File: src/rtl/ps2_scancode_decoder.sv
// PS/2 Set-2 scan code to ASCII decoder with make/break, E0/E1 prefix, Shift and lock tracking.
// One-deep valid/ready output register; 1-clock latency; a character decoded while stalled is dropped and flagged.
module ps2_scancode_decoder #(
   parameter int E1_SKIP = 7
) (
   input  logic       i_clk,
   input  logic       i_rst_n,
   input  logic [7:0] i_scancode,
   input  logic       i_scan_valid,
   output logic [7:0] o_ascii,
   output logic       o_ascii_valid,
   input  logic       i_ascii_ready,
   output logic [2:0] o_led_status,
   output logic       o_drop
);

   localparam int CW = (E1_SKIP < 1) ? 1 : $clog2(E1_SKIP + 1);

   typedef enum logic [2:0] {
      IDLE,
      BRK,
      EXT,
      EXT_BRK,
      SKIP
   } state_t;

   state_t         state_q;
   logic           lshift_q;
   logic           rshift_q;
   logic [2:0]     held_q;
   logic [2:0]     led_q;
   logic [7:0]     ascii_q;
   logic           vld_q;
   logic           drop_q;
   logic [CW-1:0]  skip_q;

   logic           is_make;
   logic [2:0]     lock_hit;
   logic           shift;
   logic           caps;
   logic [7:0]     lc_d;
   logic [7:0]     dg_d;
   logic [7:0]     ds_d;
   logic [7:0]     fx_d;
   logic [7:0]     char_d;
   logic           char_vld_d;

   assign is_make  = i_scan_valid && (state_q == IDLE) &&
                     !(i_scancode inside {8'hE0, 8'hF0, 8'hE1});
   // Bit order matches o_led_status: [0]=Scroll, [1]=Num, [2]=Caps.
   assign lock_hit = {i_scancode == 8'h58, i_scancode == 8'h77, i_scancode == 8'h7E};
   assign shift    = lshift_q | rshift_q;
   assign caps     = led_q[2];

   always_comb begin
      lc_d = 8'h00;
      dg_d = 8'h00;
      ds_d = 8'h00;
      fx_d = 8'h00;
      case (i_scancode)
         8'h1C: lc_d = 8'h61;  8'h32: lc_d = 8'h62;  8'h21: lc_d = 8'h63;
         8'h23: lc_d = 8'h64;  8'h24: lc_d = 8'h65;  8'h2B: lc_d = 8'h66;
         8'h34: lc_d = 8'h67;  8'h33: lc_d = 8'h68;  8'h43: lc_d = 8'h69;
         8'h3B: lc_d = 8'h6A;  8'h42: lc_d = 8'h6B;  8'h4B: lc_d = 8'h6C;
         8'h3A: lc_d = 8'h6D;  8'h31: lc_d = 8'h6E;  8'h44: lc_d = 8'h6F;
         8'h4D: lc_d = 8'h70;  8'h15: lc_d = 8'h71;  8'h2D: lc_d = 8'h72;
         8'h1B: lc_d = 8'h73;  8'h2C: lc_d = 8'h74;  8'h3C: lc_d = 8'h75;
         8'h2A: lc_d = 8'h76;  8'h1D: lc_d = 8'h77;  8'h22: lc_d = 8'h78;
         8'h35: lc_d = 8'h79;  8'h1A: lc_d = 8'h7A;
         8'h16: begin dg_d = 8'h31; ds_d = 8'h21; end
         8'h1E: begin dg_d = 8'h32; ds_d = 8'h40; end
         8'h26: begin dg_d = 8'h33; ds_d = 8'h23; end
         8'h25: begin dg_d = 8'h34; ds_d = 8'h24; end
         8'h2E: begin dg_d = 8'h35; ds_d = 8'h25; end
         8'h36: begin dg_d = 8'h36; ds_d = 8'h5E; end
         8'h3D: begin dg_d = 8'h37; ds_d = 8'h26; end
         8'h3E: begin dg_d = 8'h38; ds_d = 8'h2A; end
         8'h46: begin dg_d = 8'h39; ds_d = 8'h28; end
         8'h45: begin dg_d = 8'h30; ds_d = 8'h29; end
         8'h29: fx_d = 8'h20;
         8'h5A: fx_d = 8'h0D;
         8'h66: fx_d = 8'h08;
         8'h0D: fx_d = 8'h09;
         8'h76: fx_d = 8'h1B;
         default: ;
      endcase
   end

   always_comb begin
      char_d = 8'h00;
      if (lc_d != 8'h00) begin
         char_d = (shift ^ caps) ? (lc_d - 8'h20) : lc_d;
      end else if (dg_d != 8'h00) begin
         char_d = shift ? ds_d : dg_d;
      end else begin
         char_d = fx_d;
      end
      char_vld_d = is_make && (char_d != 8'h00);
   end

   always_ff @(posedge i_clk or negedge i_rst_n) begin
      if (!i_rst_n) begin
         state_q  <= IDLE;
         lshift_q <= 1'b0;
         rshift_q <= 1'b0;
         held_q   <= 3'b000;
         led_q    <= 3'b000;
         ascii_q  <= 8'h00;
         vld_q    <= 1'b0;
         drop_q   <= 1'b0;
         skip_q   <= '0;
      end else begin
         drop_q <= 1'b0;
         // A fresh character may overwrite one that is leaving this same cycle.
         if (char_vld_d && (!vld_q || i_ascii_ready)) begin
            ascii_q <= char_d;
            vld_q   <= 1'b1;
         end else if (char_vld_d) begin
            drop_q <= 1'b1;
         end else if (vld_q && i_ascii_ready) begin
            vld_q <= 1'b0;
         end

         if (i_scan_valid) begin
            case (state_q)
               IDLE: begin
                  if (i_scancode == 8'hE0) begin
                     state_q <= EXT;
                  end else if (i_scancode == 8'hF0) begin
                     state_q <= BRK;
                  end else if (i_scancode == 8'hE1) begin
                     state_q <= (E1_SKIP == 0) ? IDLE : SKIP;
                     skip_q  <= CW'(E1_SKIP);
                  end else begin
                     if (i_scancode == 8'h12) lshift_q <= 1'b1;
                     if (i_scancode == 8'h59) rshift_q <= 1'b1;
                     led_q  <= led_q ^ (lock_hit & ~held_q);
                     held_q <= held_q | lock_hit;
                  end
               end
               BRK: begin
                  if (i_scancode == 8'h12) lshift_q <= 1'b0;
                  if (i_scancode == 8'h59) rshift_q <= 1'b0;
                  held_q  <= held_q & ~lock_hit;
                  state_q <= IDLE;
               end
               EXT: begin
                  state_q <= (i_scancode == 8'hF0) ? EXT_BRK : IDLE;
               end
               EXT_BRK: begin
                  state_q <= IDLE;
               end
               SKIP: begin
                  skip_q <= skip_q - 1'b1;
                  if (skip_q <= CW'(1)) state_q <= IDLE;
               end
               default: state_q <= IDLE;
            endcase
         end
      end
   end

   assign o_ascii       = ascii_q;
   assign o_ascii_valid = vld_q;
   assign o_led_status  = led_q;
   assign o_drop        = drop_q;

endmodule

File: config.mk
export PLATFORM = sky130hd
export DESIGN_NAME = ps2_scancode_decoder
export DESIGN_NICKNAME = d
export VERILOG_FILES = /design/src/rtl/ps2_scancode_decoder.sv
export SDC_FILE = /design/constraint.sdc
export NUM_CORES = 1
export LEC_CHECK = 0
export CORE_MARGIN = 3
export CORE_UTILIZATION = 55
export CTS_CLUSTER_SIZE = 24
export DETAILED_ROUTE_END_ITERATION = 8
export PLACE_DENSITY_LB_ADDON = 0.15
export SYNTH_ARGS = -nofsm -noshare
export SYNTH_HDL_FRONTEND = slang
export SYNTH_SLANG_ARGS = --single-unit
File: constraint.sdc
create_clock -name i_clk -period 3.29 [get_ports i_clk]
set_clock_uncertainty 0.2 [all_clocks]
set_input_delay 0.658 -clock i_clk [delete_from_list [all_inputs] [get_ports i_clk]]
set_output_delay 0.658 -clock i_clk [all_outputs]
set_load 0.01 [all_outputs]
# Word-level counts from Yosys, hierarchy flattened
# Index checks and enable logic that the tools add are counted.
# Widths: inputs -> output; s select.
# op_classes
n_bitwise	11
eq_ne	63
n_mux	39
addsub	2
magnitude_cmp	1
n_reduce_logical	23
# op_table
op	count
$eq 8x6->1 const B	23
$pmux 7 s26	1
$eq 8x7->1 const B	14
$pmux 7 s10	1
$eq 8x5->1 const B	8
$pmux 6 s10	1
$mux 8	4
$mux 3	10
$pmux 6 s5	1
$eq 8x8->1 const B	3
$reduce_bool 8->1	3
$mux 1	15
$reduce_and 5->1	3
$reduce_and 7->1	2
$ne 2x2->1 const B	6
$pmux 3 s2	2
$pmux 3 s3	1
$eq 8x4->1 const B	1
$ne 2x1->1 const B	4
$sub 8x6->8 const B	1
$and 3x3->3	2
$not 3->3	2
$reduce_bool 2->1	3
$logic_and 1x1->1	5
19 further kinds	23
# totals
register_bits	24
elab_cells	148
input_bits	12
out_inout_bits	13

# Longest topological paths before layout
# logic_depth
word_depth	10
mapped_depth	12

# Worst setup path after synthesis
# OpenSTA, ideal clock, no wires.
# synth_timing
path_kind	input port to flip-flop
startpoint	input port i_scancode[5]
endpoint	register ascii_q[0] (netlist: o_ascii[0])
slack_ps	-284
path_stages	11
t_arrival_ps	3293
required_time_ps	3010
n_path_buf	1
path_cell_list	buf_6 or4b_4 or3_1 a21oi_1 nor4bb_1 and2_1 ha_1 nand3b_1 or4_4 a211o_1 o211ai_2
# synth_between
elab_chain_cells	8
word_cells_on_any_way	61
# synth_rtl
element	line_no	rtl
start, declared	8	input logic [7:0] i_scancode,
$eq 8x5->1 (tied with other cells)	60	case (i_scancode)
$pmux 7 s26 (tied with other cells)	60	
$sub 8x6->8 (tied with other cells)	92	char_d = (shift ^ caps) ? (lc_d - 8'h20) : lc_d;
$mux 8, on equally long branches	92, 93	
$mux 8	91	if (lc_d != 8'h00) begin
$reduce_bool 8->1	98	char_vld_d = is_make && (char_d != 8'h00);
$logic_and 1x1->1	98	
$logic_and 1x1->1	115	if (char_vld_d && (!vld_q || i_ascii_ready)) begin
end signal, assigned	116	ascii_q <= char_d;
end, declared	32	logic [7:0] ascii_q;
# Parallel ways exist; a longest one is shown, timed or not.
# A chain may end at the register's enable or synchronous reset.

# Final worst setup path
# layout_timing
startpoint	input port i_scancode[3]
endpoint	register ascii_q[0] (netlist: o_ascii[0])
# The elaborated chain is that of the path after synthesis.

==> results_dict.tcl <==
set metrics [dict create \
    ys_warn_count 0 \
    num-nets-final 379 \
    setup_violations 0 \
    fillers 227 \
    power_frac_comb_pct 44.6 \
    rows 22 \
    fp.dieArea_mm2 0.00484 \
    synth_compound_area_share_pct 23.2 \
    synthMuxAreaShare_pct 5.01 \
    status "finished, final reports clean" \
    highest_layer "met4" \
    finalCritPeriodShare_pct 97.9 \
    start_util_pct 58.9 \
    setup_slack_ns 0.0680 \
    syn-cell-area_mm2 0.00222 \
    max_slew_margin_pct 55.9 \
    seq_area_frac_synth_pct 27.0 \
    cp_max_fo 2 \
    hp-class "flop to flop" \
    die_width_um 69.5 \
    synth_area_leaders "dfrtp_1, mux2_2, nor2_1" \
    hold_buffers 0 \
    first_pass_iters 5 \
    reg2reg_setup_slack_ns 0.81 \
    fmax_ghz 0.310 \
    cp_slowest_cell "or4b_4" \
    drv_slew 0 \
    drive_gt1_share_pct 35.9 \
    p_total_mw 1.11 \
    async_reset_ff_share_pct 100 \
    route.met2.wl_mm 3.62 \
    met1Wirelength_mm 3.04 \
    cp.buffers_inverters 1 \
    synth.net_count 290 \
    hold_violations 0 \
    antenna_found_initial 0 \
    drc 0 \
    cts-root-buf "clkbuf_8" \
    vias 2698 \
    ctsLongestPathBuffers 2 \
    grt_pass1_vias 2644 \
    grt.overflow.total 0 \
    tightestPinTransition_ns 0.653 \
    synth_edf_count 0 \
    crit_type "input port to flop" \
    rsz0062_at_grt "yes" \
    ys_seq_elements 24 \
    wl_per_cell_um 18.9 \
    ctsHtreeMaxLevel 1 \
    pre_cts_slack_ns -0.655 \
    synth_top_area_share_pct 27.0 \
    clk_latency_ns 0.28 \
    synthXorXnorAreaFrac_pct 3.15 \
    grt_usage_pct 32.8 \
    met3_length_um 825 \
    syn_inst 274 \
    crit_path_max_incr_delay_ns 0.56 \
    leakagePower_nw 1.45 \
    synth_top_family_by_area "simple AND/OR/NAND/NOR gates" \
    place.gp.congestion 0.972 \
    worstPathCellList "dlygate4sd2_1 > or4b_4 > a211oi_2 > a21oi_1 > nor4bb_4 > and2_4 > ha_4 > nand3b_1 > or4_4 > a211o_1 > o211ai_2" \
    cts_sinks 24 \
    p_int_mw 0.717 \
    synth_area_per_cell_um2 8.11 \
    required_ns 3.30 \
    drt_first_iter_violations 360 \
    numCtsBuffers 3 \
    vias_per_cell 6.58 \
    switchingPower_mw 0.393 \
    area_delta_synth_final_pct 45.1 \
    synth_ff_type "dfrtp_1" \
    grt_pass1_wl_mm 13.0 \
    n_antenna_cell 0 \
    p_clk_share_pct 19.1 \
    place.port_buffers 24 \
    io_pins 25 \
    finalCriticalPeriod_ns 3.22 \
    drv_cap 0 \
    endpoint_kind "flop" \
    synthTopCellsByCount "dfrtp_1, nor2_1, nand2_1" \
    powerDensity_mw_per_mm2 345 \
    fp.coreArea_mm2 0.00377 \
    clkTransAtPathRegs_ns 0.10 \
    synth_top_area_cell "dfrtp_1" \
    ant_nets 0 \
    crit_arrival_ns 3.24 \
    dpl.hpwl_mm 5.88 \
    ys_types 65 \
    vdd_drop_max_mv 0.456 \
    synth-simple-area-share_pct 33.5 \
    startpoint_type "input port" \
    grt_max_degree 25 \
    fp.dieH_um 69.5 \
    cp_top_family "simple AND/OR/NAND/NOR gates" \
    wl_mm 7.74 \
    seqPwrFrac_pct 36.3 \
    synth_fa_ha_area_share_pct 2.25 \
    cts_tree "built" \
    p_sw_share_pct 35.4 \
]
## cell usage in the layout (no fill, tap or decap), drive strengths merged, types with 6 or more instances in the layout
cell	instances
a21oi	13
a32oi	6
buf	85
clkdlybuf4s50	16
dfrtp	24
inv	9
mux2	9
nand2	19
nand2b	9
nand3	12
nor2	24
o21ai	13
## through the flow
step	std cells	hold WS [ns]	utilization [%]	instance area (um2)	setup TNS, ns
floorplan	274	0.162	-	2270	-0.109
global placement	401	0.255	80.7	3040	-4.37
detailed placement	401	0.267	80.7	3040	-4.89
CTS	410	0.280	84.9	3200	0
global route	410	0.301	85.4	3220	-0.0350
finish	410	0.270	85.4	3220	0
## power by group through the flow
stage                     combinational [mW]  clock, mW  sequential (mW)
final                                  0.496      0.212            0.403
after global routing                   0.538      0.219            0.411
after CTS                              0.486      0.208            0.403
after detailed placement               0.472          0            0.409
after global placement                 0.454          0            0.404
after floorplan                        0.242          0            0.416
## area by class of cell
cell class	instances	area, um2	area share, %
clock buffer	4	55.1	1.71
timing repair buffer	105	861	26.7
inverter	9	33.8	1.05
tap	48	60.1	1.86
sequential	24	601	18.6
multi-input combinational	220	1610	50.0
## metal layers
layer	global-route usage [%]	vias up
met5	0	-
met4	10.8	0
met3	7.25	43
met2	52.8	176
met1	43.7	1269
li1	-	1210
## kinds of logic (layout without fill, tap and decap cells)
logic type | after synthesis | after routing
compound gates | 72 | 72
xor+xnor | 8 | 8
fa+ha+maj | 4 | 4
buf+inv | 30 | 118
flops | 24 | 24
mux | 10 | 10
simple gates | 126 | 126
## final timing paths
check / from / to / cells past startpoint
max in group asynchronous: i_rst_n / state_q[1] / 2
min in group asynchronous: i_rst_n / o_ascii[4] / 2
hold / removal: o_led_status[1] / o_led_status[1] / 1
hold reg to reg: o_led_status[1] / o_led_status[1] / 1
setup reg to reg: rshift_q / o_ascii[1] / 7
setup / recovery: i_scancode[3] / o_ascii[0] / 11
## repair_timing
action                                  in CTS  in global routing
resized for setup                           38                  5
buffers inserted                             5                  0
endpoints found under the setup margin      10                  5
pin swaps                                    8                  6
Power figures use the tool's default switching activity.
